--- config.mk ---
export PLATFORM = sky130hd
export DESIGN_NAME = data_tx_packetizer
export DESIGN_NICKNAME = d
export VERILOG_FILES = /design/src/rtl/data_tx_pkg.sv /design/src/rtl/data_tx_packetizer.sv
export SDC_FILE = /design/constraint.sdc
export NUM_CORES = 1
export LEC_CHECK = 0
export ABC_AREA = 1
export CAP_MARGIN = 10
export CORE_MARGIN = 1.5
export CORE_UTILIZATION = 57
export CTS_CLUSTER_DIAMETER = 150
export DETAILED_ROUTE_END_ITERATION = 12
export GPL_ROUTABILITY_DRIVEN = 0
export GPL_TIMING_DRIVEN = 0
export PLACE_DENSITY = 0.8
export RECOVER_POWER = 25
export SLEW_MARGIN = 10
export SYNTH_ARGS = -nofsm -noshare
export SYNTH_HDL_FRONTEND = slang
export SYNTH_SLANG_ARGS = --single-unit
--- constraint.sdc ---
create_clock -name clk -period 1.99 [get_ports clk]
set_input_delay 0.2985 -clock clk [delete_from_list [all_inputs] [get_ports clk]]
set_output_delay 0.2985 -clock clk [all_outputs]
set_load 0.005 [all_outputs]
--- src/rtl/data_tx_pkg.sv ---
// Shared constants and types for the capture-path byte packetizer.
package data_tx_pkg;

  localparam int unsigned LEN_W      = 16;
  localparam int unsigned BYTE_W     = 8;
  localparam int unsigned NUM_STATES = 11;

  localparam logic [BYTE_W-1:0] HDR0_DEF = 8'hA5;
  localparam logic [BYTE_W-1:0] HDR1_DEF = 8'h5A;

  // One-hot bit positions
  localparam int unsigned S_IDLE       = 0;
  localparam int unsigned S_HDR_A      = 1;
  localparam int unsigned S_HDR_B      = 2;
  localparam int unsigned S_LEN_H      = 3;
  localparam int unsigned S_LEN_L      = 4;
  localparam int unsigned S_FETCH      = 5;
  localparam int unsigned S_WAIT_VALID = 6;
  localparam int unsigned S_SEND_HI    = 7;
  localparam int unsigned S_SEND_LO    = 8;
  localparam int unsigned S_CSUM       = 9;
  localparam int unsigned S_DONE       = 10;

  typedef enum logic [NUM_STATES-1:0] {
    ST_IDLE       = 11'b000_0000_0001,
    ST_HDR_A      = 11'b000_0000_0010,
    ST_HDR_B      = 11'b000_0000_0100,
    ST_LEN_H      = 11'b000_0000_1000,
    ST_LEN_L      = 11'b000_0001_0000,
    ST_FETCH      = 11'b000_0010_0000,
    ST_WAIT_VALID = 11'b000_0100_0000,
    ST_SEND_HI    = 11'b000_1000_0000,
    ST_SEND_LO    = 11'b001_0000_0000,
    ST_CSUM       = 11'b010_0000_0000,
    ST_DONE       = 11'b100_0000_0000
  } state_t;

  // Modulo-256 checksum accumulation; carries are dropped.
  function automatic logic [BYTE_W-1:0] csum_add(input logic [BYTE_W-1:0] acc,
                                                 input logic [BYTE_W-1:0] b);
    return BYTE_W'(acc + b);
  endfunction

endpackage

--- src/rtl/data_tx_packetizer.sv ---
// Drains the 16-bit transfer FIFO one word at a time and frames the words as
// header, length, payload and checksum bytes on a valid/ready byte link.
import data_tx_pkg::*;

module data_tx_packetizer #(
  parameter int unsigned       PKT_WORDS = 128,
  parameter logic [BYTE_W-1:0] HDR0      = HDR0_DEF,
  parameter logic [BYTE_W-1:0] HDR1      = HDR1_DEF
) (
  input  logic              clk,
  input  logic              rst,
  input  logic              fifo_not_empty_i,
  output logic              fifo_rd_o,
  input  logic              fifo_valid_i,
  input  logic [LEN_W-1:0]  fifo_dout_i,
  output logic              ready_to_transmit_o,
  output logic [BYTE_W-1:0] tx_data_o,
  output logic              tx_valid_o,
  input  logic              tx_ready_i,
  output logic              busy_o,
  output logic              frame_done_o,
  output logic              err_stray_valid_o
);

  localparam logic [LEN_W-1:0] PKT_LEN = LEN_W'(PKT_WORDS);

  state_t            state_q;
  logic              fifo_rd_q;
  logic              tx_valid_q;
  logic [BYTE_W-1:0] tx_data_q;
  logic              frame_done_q;
  logic              err_q;
  logic [LEN_W-1:0]  word_cnt_q;
  logic [BYTE_W-1:0] csum_q;
  logic [BYTE_W-1:0] word_lo_q;

  logic              tx_fire;
  logic [BYTE_W-1:0] csum_sum;
  logic              last_word;

  // Byte accepted by the link this cycle, and the checksum including it.
  assign tx_fire   = tx_valid_q & tx_ready_i;
  assign csum_sum  = csum_add(csum_q, tx_data_q);
  assign last_word = (word_cnt_q + LEN_W'(1)) == PKT_LEN;

  // Frame sequencer with registered link, FIFO-read and status outputs.
  always_ff @(posedge clk) begin
    if (rst) begin
      state_q      <= ST_IDLE;
      fifo_rd_q    <= 1'b0;
      tx_valid_q   <= 1'b0;
      tx_data_q    <= '0;
      frame_done_q <= 1'b0;
      err_q        <= 1'b0;
      word_cnt_q   <= '0;
      csum_q       <= '0;
      word_lo_q    <= '0;
    end else begin
      fifo_rd_q    <= 1'b0;
      frame_done_q <= 1'b0;
      if (fifo_valid_i && (state_q != ST_WAIT_VALID)) begin
        err_q <= 1'b1;
      end
      unique case (state_q)
        ST_IDLE: begin
          if (fifo_not_empty_i) begin
            state_q    <= ST_HDR_A;
            tx_valid_q <= 1'b1;
            tx_data_q  <= HDR0;
            word_cnt_q <= '0;
            csum_q     <= '0;
          end
        end
        ST_HDR_A: begin
          if (tx_fire) begin
            state_q   <= ST_HDR_B;
            tx_data_q <= HDR1;
          end
        end
        ST_HDR_B: begin
          if (tx_fire) begin
            state_q   <= ST_LEN_H;
            tx_data_q <= PKT_LEN[15:8];
          end
        end
        ST_LEN_H: begin
          if (tx_fire) begin
            state_q   <= ST_LEN_L;
            csum_q    <= csum_sum;
            tx_data_q <= PKT_LEN[7:0];
          end
        end
        ST_LEN_L: begin
          if (tx_fire) begin
            state_q    <= ST_FETCH;
            csum_q     <= csum_sum;
            tx_valid_q <= 1'b0;
          end
        end
        ST_FETCH: begin
          if (fifo_not_empty_i) begin
            state_q   <= ST_WAIT_VALID;
            fifo_rd_q <= 1'b1;
          end
        end
        ST_WAIT_VALID: begin
          if (fifo_valid_i) begin
            state_q    <= ST_SEND_HI;
            word_lo_q  <= fifo_dout_i[7:0];
            tx_valid_q <= 1'b1;
            tx_data_q  <= fifo_dout_i[15:8];
          end
        end
        ST_SEND_HI: begin
          if (tx_fire) begin
            state_q   <= ST_SEND_LO;
            csum_q    <= csum_sum;
            tx_data_q <= word_lo_q;
          end
        end
        ST_SEND_LO: begin
          if (tx_fire) begin
            csum_q     <= csum_sum;
            word_cnt_q <= word_cnt_q + LEN_W'(1);
            if (last_word) begin
              state_q   <= ST_CSUM;
              tx_data_q <= csum_sum;
            end else begin
              state_q    <= ST_FETCH;
              tx_valid_q <= 1'b0;
            end
          end
        end
        ST_CSUM: begin
          if (tx_fire) begin
            state_q      <= ST_DONE;
            tx_valid_q   <= 1'b0;
            frame_done_q <= 1'b1;
          end
        end
        ST_DONE: begin
          state_q <= ST_IDLE;
        end
        default: begin
          state_q    <= ST_IDLE;
          tx_valid_q <= 1'b0;
        end
      endcase
    end
  end

  assign fifo_rd_o           = fifo_rd_q;
  assign tx_valid_o          = tx_valid_q;
  assign tx_data_o           = tx_data_q;
  assign frame_done_o        = frame_done_q;
  assign err_stray_valid_o   = err_q;
  assign ready_to_transmit_o = state_q[S_IDLE];
  assign busy_o              = ~state_q[S_IDLE];

endmodule

After elaboration in Yosys (flattened, before gate mapping)
Index checks and enable logic that the tools add are counted.
- register bits: 55
- bits of input ports: 21
- output and inout port bits: 14
- word-level logic and storage cells: 93
- add/sub/neg operators: 2
- eq/ne operators: 27
- mux-type cells: 35
- bitwise logic cells: 5
- reduce and logical (&&, ||, !) cells: 15
- operators by type and width (cell ; number):
    two-way mux 11 bit ; 10
    one-hot mux 11 bit (10 select lines) ; 1
    two-way mux 8 bit ; 10
    one-hot mux 8 bit (7 select lines) ; 1
    two-way mux 16 bit ; 2
    one-hot mux 16 bit (2 select lines) ; 1
    inequality test 2 bit (second input constant) ; 12
    adder 16 x 1 -> 16 bit (second input constant) ; 1
    == test 16 x 8 -> 1 bit (second input constant) ; 1
    one-hot mux 8 bit (2 select lines) ; 1
    == test 11 x 1 -> 1 bit (second input constant) ; 1
    == test 11 x 10 -> 1 bit (second input constant) ; 1
    == test 11 bit (second input constant) ; 1
    == test 11 x 2 -> 1 bit (second input constant) ; 1
    == test 11 x 3 -> 1 bit (second input constant) ; 1
    == test 11 x 4 -> 1 bit (second input constant) ; 1
    == test 11 x 5 -> 1 bit (second input constant) ; 1
    == test 11 x 6 -> 1 bit (second input constant) ; 1
    == test 11 x 7 -> 1 bit (second input constant) ; 1
    == test 11 x 8 -> 1 bit (second input constant) ; 1
    == test 11 x 9 -> 1 bit (second input constant) ; 1
    inequality test 11 x 7 -> 1 bit (second input constant) ; 1
    two-way mux 10 bit ; 1
    AND reduction 10 bit ; 1
    16 further kinds ; 30

Depth between registers and ports, before layout
Gate-level depths: netlist of run 1.
- depth after elaboration: 5
- mapped depth: 15
- depth with buffers taken out: 15

Least setup slack after synthesis of run 1
No wires, ideal clock.
- path type: register to register
- start: reg word_cnt_q[0]
- end: reg tx_data_q[0] (netlist: tx_data_o[0])
- setup time: 0.113 ns
- arrival time: 1.674 ns
- data required time: 1.877 ns
- setup slack: 0.203 ns
- cell stages (with the launch flop): 15
- path buffers: 0
- clock period less this slack: 1.787 ns
- cells stage by stage: dfxtp_1 ha_1 nand2_1 nor2_2 nand2_1 nand2_1 nand2_1 nor2_1 nand2_1 nor2_2 nand3_2 nand2_4 nand3_1 nor2_1 nor2_1
- longest elaborated chain between the ends: 4
- RTL lines (element ; line ; RTL):
    from (decl) ; data_tx_packetizer.sv:33 ; logic [LEN_W-1:0] word_cnt_q;
    from (signal assigned) ; data_tx_packetizer.sv:124 ; word_cnt_q <= word_cnt_q + LEN_W'(1);
    adder 16 x 1 -> 16 bit ; data_tx_packetizer.sv:44 ; assign last_word = (word_cnt_q + LEN_W'(1)) == PKT_LEN;
    == test 16 x 8 -> 1 bit ; data_tx_packetizer.sv:44 ;
    inequality test 2 bit (no line) ; n/a ;
    AND reduction 9 bit (no line) ; n/a ;
    to (signal assigned) ; data_tx_packetizer.sv:83 ; tx_data_q <= PKT_LEN[15:8];
    to (signal assigned) ; data_tx_packetizer.sv:90 ; tx_data_q <= PKT_LEN[7:0];
    to (signal assigned) ; data_tx_packetizer.sv:111 ; tx_data_q <= fifo_dout_i[15:8];
    to (decl) ; data_tx_packetizer.sv:30 ; logic [BYTE_W-1:0] tx_data_q;
No other way between the ends.
A chain may end at the register's enable or synchronous reset.

Worst setup path after layout of run 1
- start: reg word_cnt_q[0]
- end: reg tx_data_q[1] (netlist: tx_data_o[1])
The elaborated chain is that of the path after synthesis.

==> results of run 1 <==
Yosys cell counts:
| cell | n | area share (%) |
|---|---|---|
| o21ai_0 | 20 | 2.9 |
| nand3_2 | 3 | 0.86 |
| o211ai_1 | 2 | 0.43 |
| inv_1 | 54 | 5.8 |
| nor2_2 | 12 | 2.1 |
| inv_4 | 1 | 0.18 |
| o21ai_1 | 2 | 0.29 |
| a21oi_1 | 52 | 7.4 |
| o21a_1 | 1 | 0.21 |
| a211oi_1 | 6 | 1.3 |
| nand3b_4 | 1 | 0.57 |
| nand4_1 | 15 | 2.7 |
| nand2_2 | 7 | 1.3 |
| a21oi_2 | 1 | 0.25 |
| nor3_2 | 3 | 0.86 |
| a31oi_1 | 5 | 0.89 |
| or2_2 | 2 | 0.36 |
| xnor2_1 | 2 | 0.50 |
| or3_1 | 1 | 0.18 |
| ha_1 | 9 | 3.2 |
| buf_1 | 1 | 0.11 |
| dfxtp_1 | 55 | 31 |
| buf_6 | 2 | 0.64 |
| a211oi_2 | 8 | 2.9 |
| nor3_1 | 9 | 1.3 |
| nor2_4 | 5 | 1.6 |
| buf_2 | 3 | 0.43 |
| nand2_1 | 128 | 14 |
| fa_1 | 1 | 0.57 |
| nor2_1 | 44 | 4.7 |
| nand2_4 | 5 | 1.6 |
| buf_4 | 2 | 0.43 |
| nand3_1 | 35 | 5.0 |
| o21ai_2 | 1 | 0.25 |
| xor2_1 | 3 | 0.75 |
| inv_2 | 8 | 0.86 |
| nand3b_1 | 3 | 0.64 |
| clkbuf_1 | 4 | 0.43 |
| o2111ai_1 | 1 | 0.25 |
worst max-delay path, stage by stage (launching register included):
cell and delay (ns):
dfxtp_4 0.39, buf_6 0.10, buf_4 0.09, ha_1 0.13, inv_1 0.03, nor2_1 0.16
nand3_1 0.13, nor2_1 0.13, nand2_1 0.08, nor2_2 0.14, nand3_2 0.15, nand2_8 0.15
buf_6 0.12, nand3_2 0.07, a21oi_2 0.13
stage by stage:
stage	worst slack [ns]	area, um^2	instances	hold WS, ns	TNS (ns)
after floorplan	0.203	3500	517	0.423	0
after global placement	-0.198	3930	626	0.435	-2.66
after detailed placement	-0.207	3930	626	0.449	-3.60
after CTS	0.00720	4080	637	0.464	0
after global routing	-0.142	4380	650	0.471	-1.93
final	-0.0708	4380	650	0.459	-0.294
metal layers:
metal	part of all wire [%]	wire length (um)
met2	49	4820
met4	2.2	215
met3	4.9	477
met1	43	4230
met5	0	0
placed cells by master, fill, tap and decap left out, types with 12 or more instances in the layout:
| master | count |
|---|---|
| nand2_1 | 118 |
| inv_1 | 53 |
| a21oi_1 | 50 |
| dfxtp_1 | 49 |
| nor2_1 | 36 |
| nand3_1 | 31 |
| clkdlybuf4s50_1 | 23 |
| o21ai_0 | 20 |
| nand4_1 | 15 |
| nand2_2 | 14 |
| buf_4 | 14 |
| nor2_2 | 13 |
| nor2_4 | 12 |
final cells by class:
| type | instances | area [um^2] |
|---|---|---|
| plain buffers | 12 | 78.8 |
| clock buffers | 6 | 82.6 |
| clock inverters | 1 | 5.00 |
| fillers | 469 | 1540 |
| inverters | 63 | 244 |
| multi-input cells | 388 | 2280 |
| flip-flops and latches | 55 | 1110 |
| well taps | 75 | 93.8 |
| repair buffers | 50 | 480 |
cell families (layout without fill, tap and decap cells):
family / Yosys count / after routing / synth area share (%)
buffers and inverters: 75 / 132 / 8.88
XOR/XNOR: 5 / 5 / 1.25
adder cells (fa/ha/maj): 10 / 10 / 3.79
AO/OA/AOI/OAI: 99 / 99 / 17.0
flip-flops: 55 / 55 / 31.5
AND/OR/NAND/NOR: 273 / 274 / 37.5
timing repair:
action | 4_1_cts | 5_1_grt
pin swaps | 2 | 27
resized for setup | 9 | 51
cloned | 0 | 1
setup buffers | 4 | 12
endpoints found under the setup margin | 11 | 37
worst max-delay path by stage:
stage	startpoint	to	slack (ns)	cells past startpoint
detailed placement	tx_ready_i	state_q[4]	-0.21	9
global placement	tx_ready_i	state_q[4]	-0.20	9
global route	word_cnt_q[1]	tx_data_o[1]	-0.14	14
finish	word_cnt_q[0]	tx_data_o[1]	-0.07	14
floorplan	word_cnt_q[0]	tx_data_o[0]	0.20	14
CTS	word_cnt_q[0]	tx_data_o[1]	0.007	14
state kept, by name (all words and copies together), names as in the netlist:
name / flops
state_q: 11
tx_valid_o: 1
tx_data_o: 8
frame_done_o: 1
word_cnt_q: 16
word_lo_q: 8
csum_q: 8
fifo_rd_o: 1
err_stray_valid_o: 1
where the power goes:
group	switching (uW)	internal (uW)	leakage [uW]
logic	1550	974	0.00134
registers	172	1280	0.000451
clock network	375	275	0.0000470
total	2100	2520	0.00184
==> out/metrics.cfg, run 1 <==
[route]
drcViolationCount = 0
ant_nets = 0
dr.pass1.iters = 5
vias = 3721
wl_per_cell_um = 15.0
wl_mm = 9.74
drt_iter0_markers = 226
via_per_inst = 5.72

[setup_path]
startpoint_type = flop
reg2regPathDepth = 14
r2r_start = word_cnt_q[0]
r2r_end = tx_data_o[1]
path_class = reg2reg
arrival_ns = 2.31
worst-r2r-setup-slack_ns = -0.07
critPathMaxFanout = 8
worstPathRequired_ns = 2.24
worst_setup_path_end_kind = flop

[clock_tree]
cts.path.max_buffers = 2
cts-buffers-inserted = 5
h-tree-depth = 2
ctsHoldBuffers = 0
ctsRootBufferMaster = clkbuf_8
clk_latency_ns = 0.32
clkSlewWorstSetupHoldPaths_ns = 0.10
cts_tree = yes
clock-sinks = 55

[global_route]
grt_start_max_net_pins = 16
antenna_found_initial = 0
use_met3_pct = 4.61
busiest_layer = met2
grt_usage_pct = 28.3
gr-total-overflow = 0
grt_first_pass_wirelength_mm = 14.6
grtUsageMet2_pct = 48.4
grt_pass1_vias = 3215
grt_use_met1_pct = 36.7

[power_and_ir_drop]
p_leak_uw = 0.00184
finalPower_uw = 4620
p_per_area_mw_per_mm2 = 1050
irDropWorstVdd_mv = 0.630

[sta]
worstMarginPinSlew_ns = 0.722
fin_skew_ns = 0.00969
slew_headroom_pct = 51.9
hold_viol = 0
maxSlewViolCount = 0
setup_ws_ns = -0.0708
max_freq_mhz = 485
rsz0062_at_grt = yes
setup_viol = 9
finalCriticalPeriod_ns = 2.06
min_period_over_period_pct = 104

[die]
die_w_um = 81.3
fp-row-count = 28
dieArea_mm2 = 0.00661
die_h_um = 81.3
start_util_pct = 59.0
core_area_mm2 = 0.00592
ioPinCount = 35

[worst_hold_path]
min_from = word_lo_q[5]
holdPathEnd = word_lo_q[5]
min_delay_path_depth = 2
hp-class = reg2reg

[final_layout]
areaGrowthSynthToFinish_pct = 25.3
fin_util_pct = 74.0
n_antenna_cell = 0
final_nets = 606
drive_above_1_share_pct = 21.2

[synth]
synth_nets = 548
synthCells = 517
synth_seq_cells = 55
synth-seq-area-share_pct = 31.5
synth.avg_cell_area_um2 = 6.76
synth_cell_types = 39
yosysWarnings = 0
syn-cell-area_mm2 = 0.00350

[run_status]
status = finished with violations
violations = negative setup slack

[placed_design]
numPortBuffers = 34
hpwl_mm = 6.60

[flow_run]
drv_cap = 0

Power figures use the tool's default switching activity.
==> inputs of run 2 (changes only) <==
- ABC_AREA: 1 -> not set
- CELL_PAD_IN_SITES_DETAIL_PLACEMENT: not set -> 2
- CELL_PAD_IN_SITES_GLOBAL_PLACEMENT: not set -> 2
- CORE_UTILIZATION: 57 -> 34
- PLACE_DENSITY: 0.8 -> not set
- PLACE_DENSITY_LB_ADDON: not set -> 0.1
- SLEW_MARGIN: 10 -> 20
==> out/metrics.cfg, run 2 <==
[final_layout]
seqCellArea_mm2 = 0.00113  ; was 0.00111 mm^2
final_area_mm2 = 0.00540  ; was 0.00438 mm^2
multi_input_area_mm2 = 0.00282  ; was 0.00228 mm^2
top_register = word_cnt_q  ; unchanged
final_nets = 574  ; was 606
final_cell_mix = buf_4, dfxtp_1, clkdlybuf4s50_1  ; was nand2_1, inv_1, a21oi_1
fillers = 1034  ; was 469
final_common_cell = buf_4  ; was nand2_1
top_regs = word_cnt_q: 16 flops, state_q: 11 flops  ; unchanged
areaGrowthSynthToFinish_pct = 56.4  ; was 25.3%
largest_reg_flops = 16  ; unchanged
n_antenna_cell = 0  ; unchanged
drive_above_1_share_pct = 44.7  ; was 21.2%
stdcell_count = 677  ; was 650

[synth]
yosysMostFrequentCell = dfxtp_1  ; was nand2_1
ys_async_sr_fraction_pct = 0  ; unchanged
synth_largest_area_cell = dfxtp_1  ; unchanged
synth_edf_count = 0  ; unchanged
synth_nets = 470  ; was 548
synthCells = 439  ; was 517
synthTopCellsByCount = dfxtp_1, a21oi_1, nand2_1, nor2_1, nand3_1  ; was nand2_1, dfxtp_1, inv_1, a21oi_1, nor2_1
ys.flop_type = dfxtp_1  ; unchanged
synth_area_leaders = dfxtp_1, a21oi_1, nand2_1  ; was dfxtp_1, nand2_1, a21oi_1
synth_cell_types = 68  ; was 39
synth.avg_cell_area_um2 = 7.86  ; was 6.76 um^2
yosysWarnings = 0  ; unchanged
synth-seq-area-share_pct = 31.9  ; was 31.5%
synth_seq_cells = 55  ; unchanged
syn-cell-area_mm2 = 0.00345  ; was 0.00350 mm^2
synth_top_cell_area_share_pct = 31.9  ; was 31.5%

[route]
ant_nets = 0  ; unchanged
via_per_inst = 6.17  ; was 5.72
drcViolationCount = 0  ; unchanged
wl_per_cell_um = 29.9  ; was 15.0 um
wl_mm = 20.2  ; was 9.74 mm
dr.pass1.iters = 4  ; was 5
drt_iter0_markers = 260  ; was 226
vias = 4176  ; was 3721

[die]
dieArea_mm2 = 0.0108  ; was 0.00661 mm^2
ioPinCount = 35  ; unchanged
fp-row-count = 36  ; was 28
start_util_pct = 35.1  ; was 59.0%
die_h_um = 104  ; was 81.3 um
core_area_mm2 = 0.00982  ; was 0.00592 mm^2
die_w_um = 104  ; was 81.3 um

[clock_tree]
clk_latency_ns = 0.36  ; was 0.32 ns
cts_tree = yes  ; unchanged
ctsHoldBuffers = 0  ; unchanged
clock-sinks = 55  ; unchanged
cts-buffers-inserted = 5  ; unchanged
ctsRootBufferMaster = clkbuf_8  ; unchanged
cts.path.max_buffers = 2  ; unchanged
clkSlewWorstSetupHoldPaths_ns = 0.14  ; was 0.10 ns
h-tree-depth = 2  ; unchanged

[setup_path]
critPathBufInv = 2  ; was 4
worstPathRequired_ns = 2.31  ; was 2.24 ns
worst-r2r-setup-slack_ns = -0.76  ; was -0.07 ns
r2r_end = tx_data_o[3]  ; was tx_data_o[1]
arrival_ns = 3.06  ; was 2.31 ns
reg2regPathDepth = 9  ; was 14
cp_top_family = simple AND/OR/NAND/NOR gates  ; unchanged
worst_setup_path_end_kind = flop  ; unchanged
path_class = reg2reg  ; unchanged
critPathMaxStageDelay_ns = 0.56  ; was 0.39 ns
startpoint_type = flop  ; unchanged
critPathMaxFanout = 8  ; unchanged
crit_top_cell = buf_4
cp_slowest_cell = dfxtp_1  ; was dfxtp_4
crit_chain = and3_1 > nand4_1 > mux2i_2 > nor4b_2 > buf_4 > a31oi_4 > buf_4 > nor4_1 > a31o_2  ; was buf_6 > buf_4 > ha_1 > inv_1 > nor2_1 > nand3_1 > nor2_1 > nand2_1 > nor2_2 > nand3_2 > nand2_8 > buf_6 > nand3_2 > a21oi_2
r2r_start = word_cnt_q[6]  ; was word_cnt_q[0]

[sta]
finalCriticalPeriod_ns = 2.75  ; was 2.06 ns
worstMarginPinSlew_ns = 0.943  ; was 0.722 ns
min_period_over_period_pct = 138  ; was 104%
slew_headroom_pct = 37.2  ; was 51.9%
maxSlewViolCount = 0  ; unchanged
max_freq_mhz = 364  ; was 485 MHz
rsz0062_at_grt = yes  ; unchanged
fin_skew_ns = 0.0296  ; was 0.00969 ns
hold_viol = 0  ; unchanged
setup_viol = 53  ; was 9
setup_ws_ns = -0.759  ; was -0.0708 ns

[flow_run]
drv_cap = 0  ; unchanged

[global_route]
grt_start_max_net_pins = 18  ; was 16
grt_usage_pct = 27.6  ; was 28.3%
grt_pass1_vias = 4212  ; was 3215
gr-total-overflow = 0  ; unchanged
antenna_found_initial = 0  ; unchanged
grt_first_pass_wirelength_mm = 23.3  ; was 14.6 mm

[power_and_ir_drop]
irDropWorstVdd_mv = 0.289  ; was 0.630 mV
finalPower_uw = 3260  ; was 4620 uW
p_leak_uw = 0.00203  ; was 0.00184 uW
p_per_area_mw_per_mm2 = 604  ; was 1050 mW/mm^2

[worst_hold_path]
min_delay_path_depth = 2  ; unchanged
min_from = word_lo_q[4]  ; was word_lo_q[5]
holdPathEnd = word_lo_q[4]  ; was word_lo_q[5]
hp-class = reg2reg  ; unchanged

[placed_design]
numPortBuffers = 33  ; was 34
placed_area_mm2 = 0.00400  ; was 0.00393 mm^2
placed_cells = 605  ; was 626
hpwl_mm = 9.08  ; was 6.60 mm
place_ws_ns = -0.929  ; was -0.207 ns

[run_status]
status = finished with violations  ; unchanged
violations = negative setup slack  ; unchanged

==> run 2: logic make-up after synthesis <==
| group | synth area share, % |
|---|---|
| AOI/OAI and AO/OA | 22.1 |
| xor gates and xnor gates | 3.81 |
| muxes | 1.60 |
| buffers and inverters | 6.24 |
| DFF | 31.9 |
| and+or+nand+nor | 30.5 |
| adders and majority gates | 3.84 |
==> run 2: layout make-up <==
cell class                 count  area share [%]
buffer                        25            3.59
clock buffer                   6            1.35
clock inverter                 2           0.301
inverter                      15            1.04
multi-input combinational    338            52.2
sequential                    55            20.9
tap                          133            3.08
timing repair buffer         103            17.5
==> run 2: routing by layer <==
layer | track usage (%) | up-vias | share of wire, %
met3 | 3.52 | 73 | 4.5
met1 | 32.9 | 2135 | 40
li1 | - | 1825 | -
met4 | 10.4 | 0 | 5.1
met5 | 0 | - | 0
met2 | 50.2 | 143 | 51
==> run 2: power by group <==
part / total [uW] / internal (uW) / switching (uW)
combinational: 1320 / 625 / 696
clock: 733 / 256 / 478
sequential: 1200 / 1140 / 63.1
==> run 2: metrics by stage <==
step | hold WS [ns] | utilization, % | setup TNS, ns
floorplan | 0.432 | - | -4.31
global placement | 0.439 | 40.7 | -32.44
detailed placement | 0.456 | 40.7 | -33.33
CTS | 0.473 | 46.9 | -14.58
global route | 0.507 | 54.9 | -27.32
finish | 0.499 | 54.9 | -23.45
==> run 2: timing repair <==
item,in CTS,in global routing
endpoints found under the setup margin,53,53
gates cloned,1,1
pin swaps,28,73
setup buffers,36,34
gates resized for setup,68,145
hold endpoints to repair,0,0
==> run 2: how the worst max path moves through the flow <==
stage | start | to | slack, ns | depth (start not counted)
6_report | word_cnt_q[6] | tx_data_o[3] | -0.76 | 9
5_1_grt | word_cnt_q[0] | tx_data_o[3] | -0.78 | 10
4_1_cts | state_q[9] | tx_data_o[5] | -0.59 | 10
3_5_place_dp | word_cnt_q[0] | tx_data_o[5] | -0.93 | 9
3_3_place_gp | state_q[0] | csum_q[7] | -0.91 | 9
2_1_floorplan | state_q[6] | tx_data_o[5] | -0.43 | 10
==> run 2: tightest hold or removal path, delay by kind of cell, from the launching register on <==
kind            cells  cell delay (ns)
compound gates      1             0.04
simple gates        1             0.07
flops               1             0.35
==> inputs of run 3 (changes only) <==
- CAP_MARGIN: 10 -> 15
- CORE_MARGIN: 1.5 -> not set
==> out/metrics.cfg, run 3 (synthesis gave the netlist of run 2 again) <==
[setup_path]
arrival_ns = 2.80  ; was 3.06 ns
cp_top_family = simple AND/OR/NAND/NOR gates  ; unchanged
worstPathRequired_ns = 2.19  ; was 2.31 ns
path_class = reg2reg  ; unchanged
crit_chain = buf_6 > nor4_4 > buf_4 > nand4_1 > nor2_2 > or2_4 > nor3_2 > buf_4 > a32oi_2 > nor2_1  ; was and3_1 > nand4_1 > mux2i_2 > nor4b_2 > buf_4 > a31oi_4 > buf_4 > nor4_1 > a31o_2
startpoint_type = flop  ; unchanged
worst-r2r-setup-slack_ns = -0.61  ; was -0.76 ns
critPathMaxStageDelay_ns = 0.47  ; was 0.56 ns
reg2regPathDepth = 10  ; was 9
crit_top_cell = buf_4  ; unchanged
crit_start = state_q[0]  ; was word_cnt_q[6]
critPathBufInv = 3  ; was 2
cp_slowest_cell = nor4_4  ; was dfxtp_1
r2r_start = state_q[0]  ; was word_cnt_q[6]
worst_setup_path_end_kind = flop  ; unchanged
r2r_end = state_q[3]  ; was tx_data_o[3]
critPathMaxFanout = 8  ; unchanged

[clock_tree]
ctsRootBufferMaster = clkbuf_8  ; unchanged
cts-buffers-inserted = 5  ; unchanged
cts.path.max_buffers = 2  ; unchanged
clkSlewWorstSetupHoldPaths_ns = 0.11  ; was 0.14 ns
clock-sinks = 55  ; unchanged
h-tree-depth = 2  ; unchanged
cts_tree = yes  ; unchanged
clk_latency_ns = 0.35  ; was 0.36 ns

[route]
wl_mm = 17.8  ; was 20.2 mm
ant_nets = 0  ; unchanged
drcViolationCount = 0  ; unchanged
vias = 4101  ; was 4176
via_per_inst = 6.06  ; was 6.17
wl_per_cell_um = 26.4  ; was 29.9 um
drt_iter0_markers = 149  ; was 260
dr.pass1.iters = 4  ; unchanged

[placed_design]
numPortBuffers = 33  ; unchanged
placed_cells = 605  ; unchanged
hpwl_mm = 9.15  ; was 9.08 mm
placed_area_mm2 = 0.00400  ; unchanged

[sta]
finalSetupTns_ns = -16.81  ; was -23.45 ns
maxSlewViolCount = 0  ; unchanged
hold_viol = 0  ; unchanged
max_freq_mhz = 385  ; was 364 MHz
min_period_over_period_pct = 130  ; was 138%
worstMarginPinSlew_ns = 0.738  ; was 0.943 ns
setup_ws_ns = -0.606  ; was -0.759 ns
rsz0062_at_grt = yes  ; unchanged
setup_viol = 54  ; was 53
fin_skew_ns = 0.0203  ; was 0.0296 ns
finalCriticalPeriod_ns = 2.60  ; was 2.75 ns
slew_headroom_pct = 50.8  ; was 37.2%

[flow_run]
drv_cap = 0  ; unchanged

[final_layout]
n_antenna_cell = 0  ; unchanged
final_cell_mix = buf_4, a21oi_1, nand2_1  ; was buf_4, dfxtp_1, clkdlybuf4s50_1
final_nets = 574  ; unchanged
top_register = word_cnt_q  ; unchanged
final_common_cell = buf_4  ; unchanged
stdcell_count = 677  ; unchanged
top_regs = word_cnt_q: 16 flops, state_q: 11 flops  ; unchanged
final_area_mm2 = 0.00506  ; was 0.00540 mm^2
drive_above_1_share_pct = 36.4  ; was 44.7%
areaGrowthSynthToFinish_pct = 46.8  ; was 56.4%
fin_util_pct = 51.6  ; was 54.9%
largest_reg_flops = 16  ; unchanged

[die]
ioPinCount = 35  ; unchanged
fp-row-count = 36  ; unchanged
core_area_mm2 = 0.00982  ; unchanged
start_util_pct = 35.1  ; unchanged
dieArea_mm2 = 0.0106  ; was 0.0108 mm^2
die_h_um = 103  ; was 104 um
die_w_um = 103  ; was 104 um

[global_route]
grtUsageMet2_pct = 50.3  ; was 50.2%
grt_usage_pct = 27.5  ; was 27.6%
busiest_layer = met2  ; unchanged
grt_pass1_vias = 3986  ; was 4212
grt_first_pass_wirelength_mm = 21.7  ; was 23.3 mm
grt_start_max_net_pins = 19  ; was 18
gr-total-overflow = 0  ; unchanged
use_met3_pct = 3.59  ; was 3.52%
antenna_found_initial = 0  ; unchanged
grt_use_met1_pct = 33.5  ; was 32.9%

[power_and_ir_drop]
p_per_area_mw_per_mm2 = 577  ; was 604 mW/mm^2
irDropWorstVdd_mv = 0.317  ; was 0.289 mV
finalPower_uw = 2920  ; was 3260 uW
p_leak_uw = 0.00192  ; was 0.00203 uW

[worst_hold_path]
min_from = word_lo_q[3]  ; was word_lo_q[4]
holdPathEnd = word_lo_q[3]  ; was word_lo_q[4]
hp-class = reg2reg  ; unchanged
min_delay_path_depth = 2  ; unchanged

[run_status]
violations = negative setup slack  ; unchanged
status = finished with violations  ; unchanged

run 3: cell types whose count changed in the layout (fill, tap and decap cells not counted), sizes merged:
cell / change
dlygate4sd3: -2
clkdlybuf4s50: +2
clkbuf: -2
buf: +1
clkinv: +1
run 3: how the worst max path moves through the flow:
stage / to / depth (start not counted) / slack [ns]
after floorplan: tx_data_o[5] / 10 / -0.43
after global placement: csum_q[7] / 9 / -0.93
after detailed placement: csum_q[1] / 8 / -0.99
after CTS: tx_data_o[5] / 10 / -0.60
after global routing: tx_data_o[5] / 9 / -0.68
final: state_q[3] / 10 / -0.61
run 3: layout make-up:
class / instances / area, um^2
flip-flops and latches: 55 / 1150
well taps: 133 / 166
clock inverters: 3 / 23.8
repair buffers: 105 / 893
multi-input cells: 338 / 2510
clock buffers: 5 / 68.8
fillers: 1075 / 4760
plain buffers: 23 / 195
inverters: 15 / 56.3
run 3: stage by stage:
step / setup WS [ns] / hold slack (ns)
floorplan: -0.430 / 0.432
global placement: -0.930 / 0.439
detailed placement: -0.994 / 0.458
CTS: -0.599 / 0.474
global route: -0.676 / 0.506
finish: -0.606 / 0.470
run 3: worst reg2reg max path: stages, from the launching register on:
cell and delay (ns):
dfxtp_2 0.35, buf_6 0.15, nor4_4 0.47, buf_4 0.19
nand4_1 0.29, nor2_2 0.28, or2_4 0.19, nor3_2 0.06
buf_4 0.17, a32oi_2 0.25, nor2_1 0.08
run 3: per-layer routing:
metal | up-vias | wire (um)
met5 | - | 0
met2 | 130 | 9100
met4 | 0 | 769
met1 | 2077 | 7240
li1 | 1833 | -
met3 | 61 | 728
run 3: report_power, final:
group	total (uW)	leakage (uW)	internal [uW]	switching, uW
Sequential	1200	0.000458	1140	61.6
Combinational	997	0.00141	456	541
Clock	724	0.0000461	257	468
run 3: timing repair:
| item | in CTS | in global routing |
|---|---|---|
| pin swaps | 22 | 40 |
| cloned | 1 | 0 |
| endpoints found under the setup margin | 53 | 53 |
| buffers inserted | 32 | 41 |
| hold buffers | 0 | 0 |
| gates resized for setup | 56 | 103 |
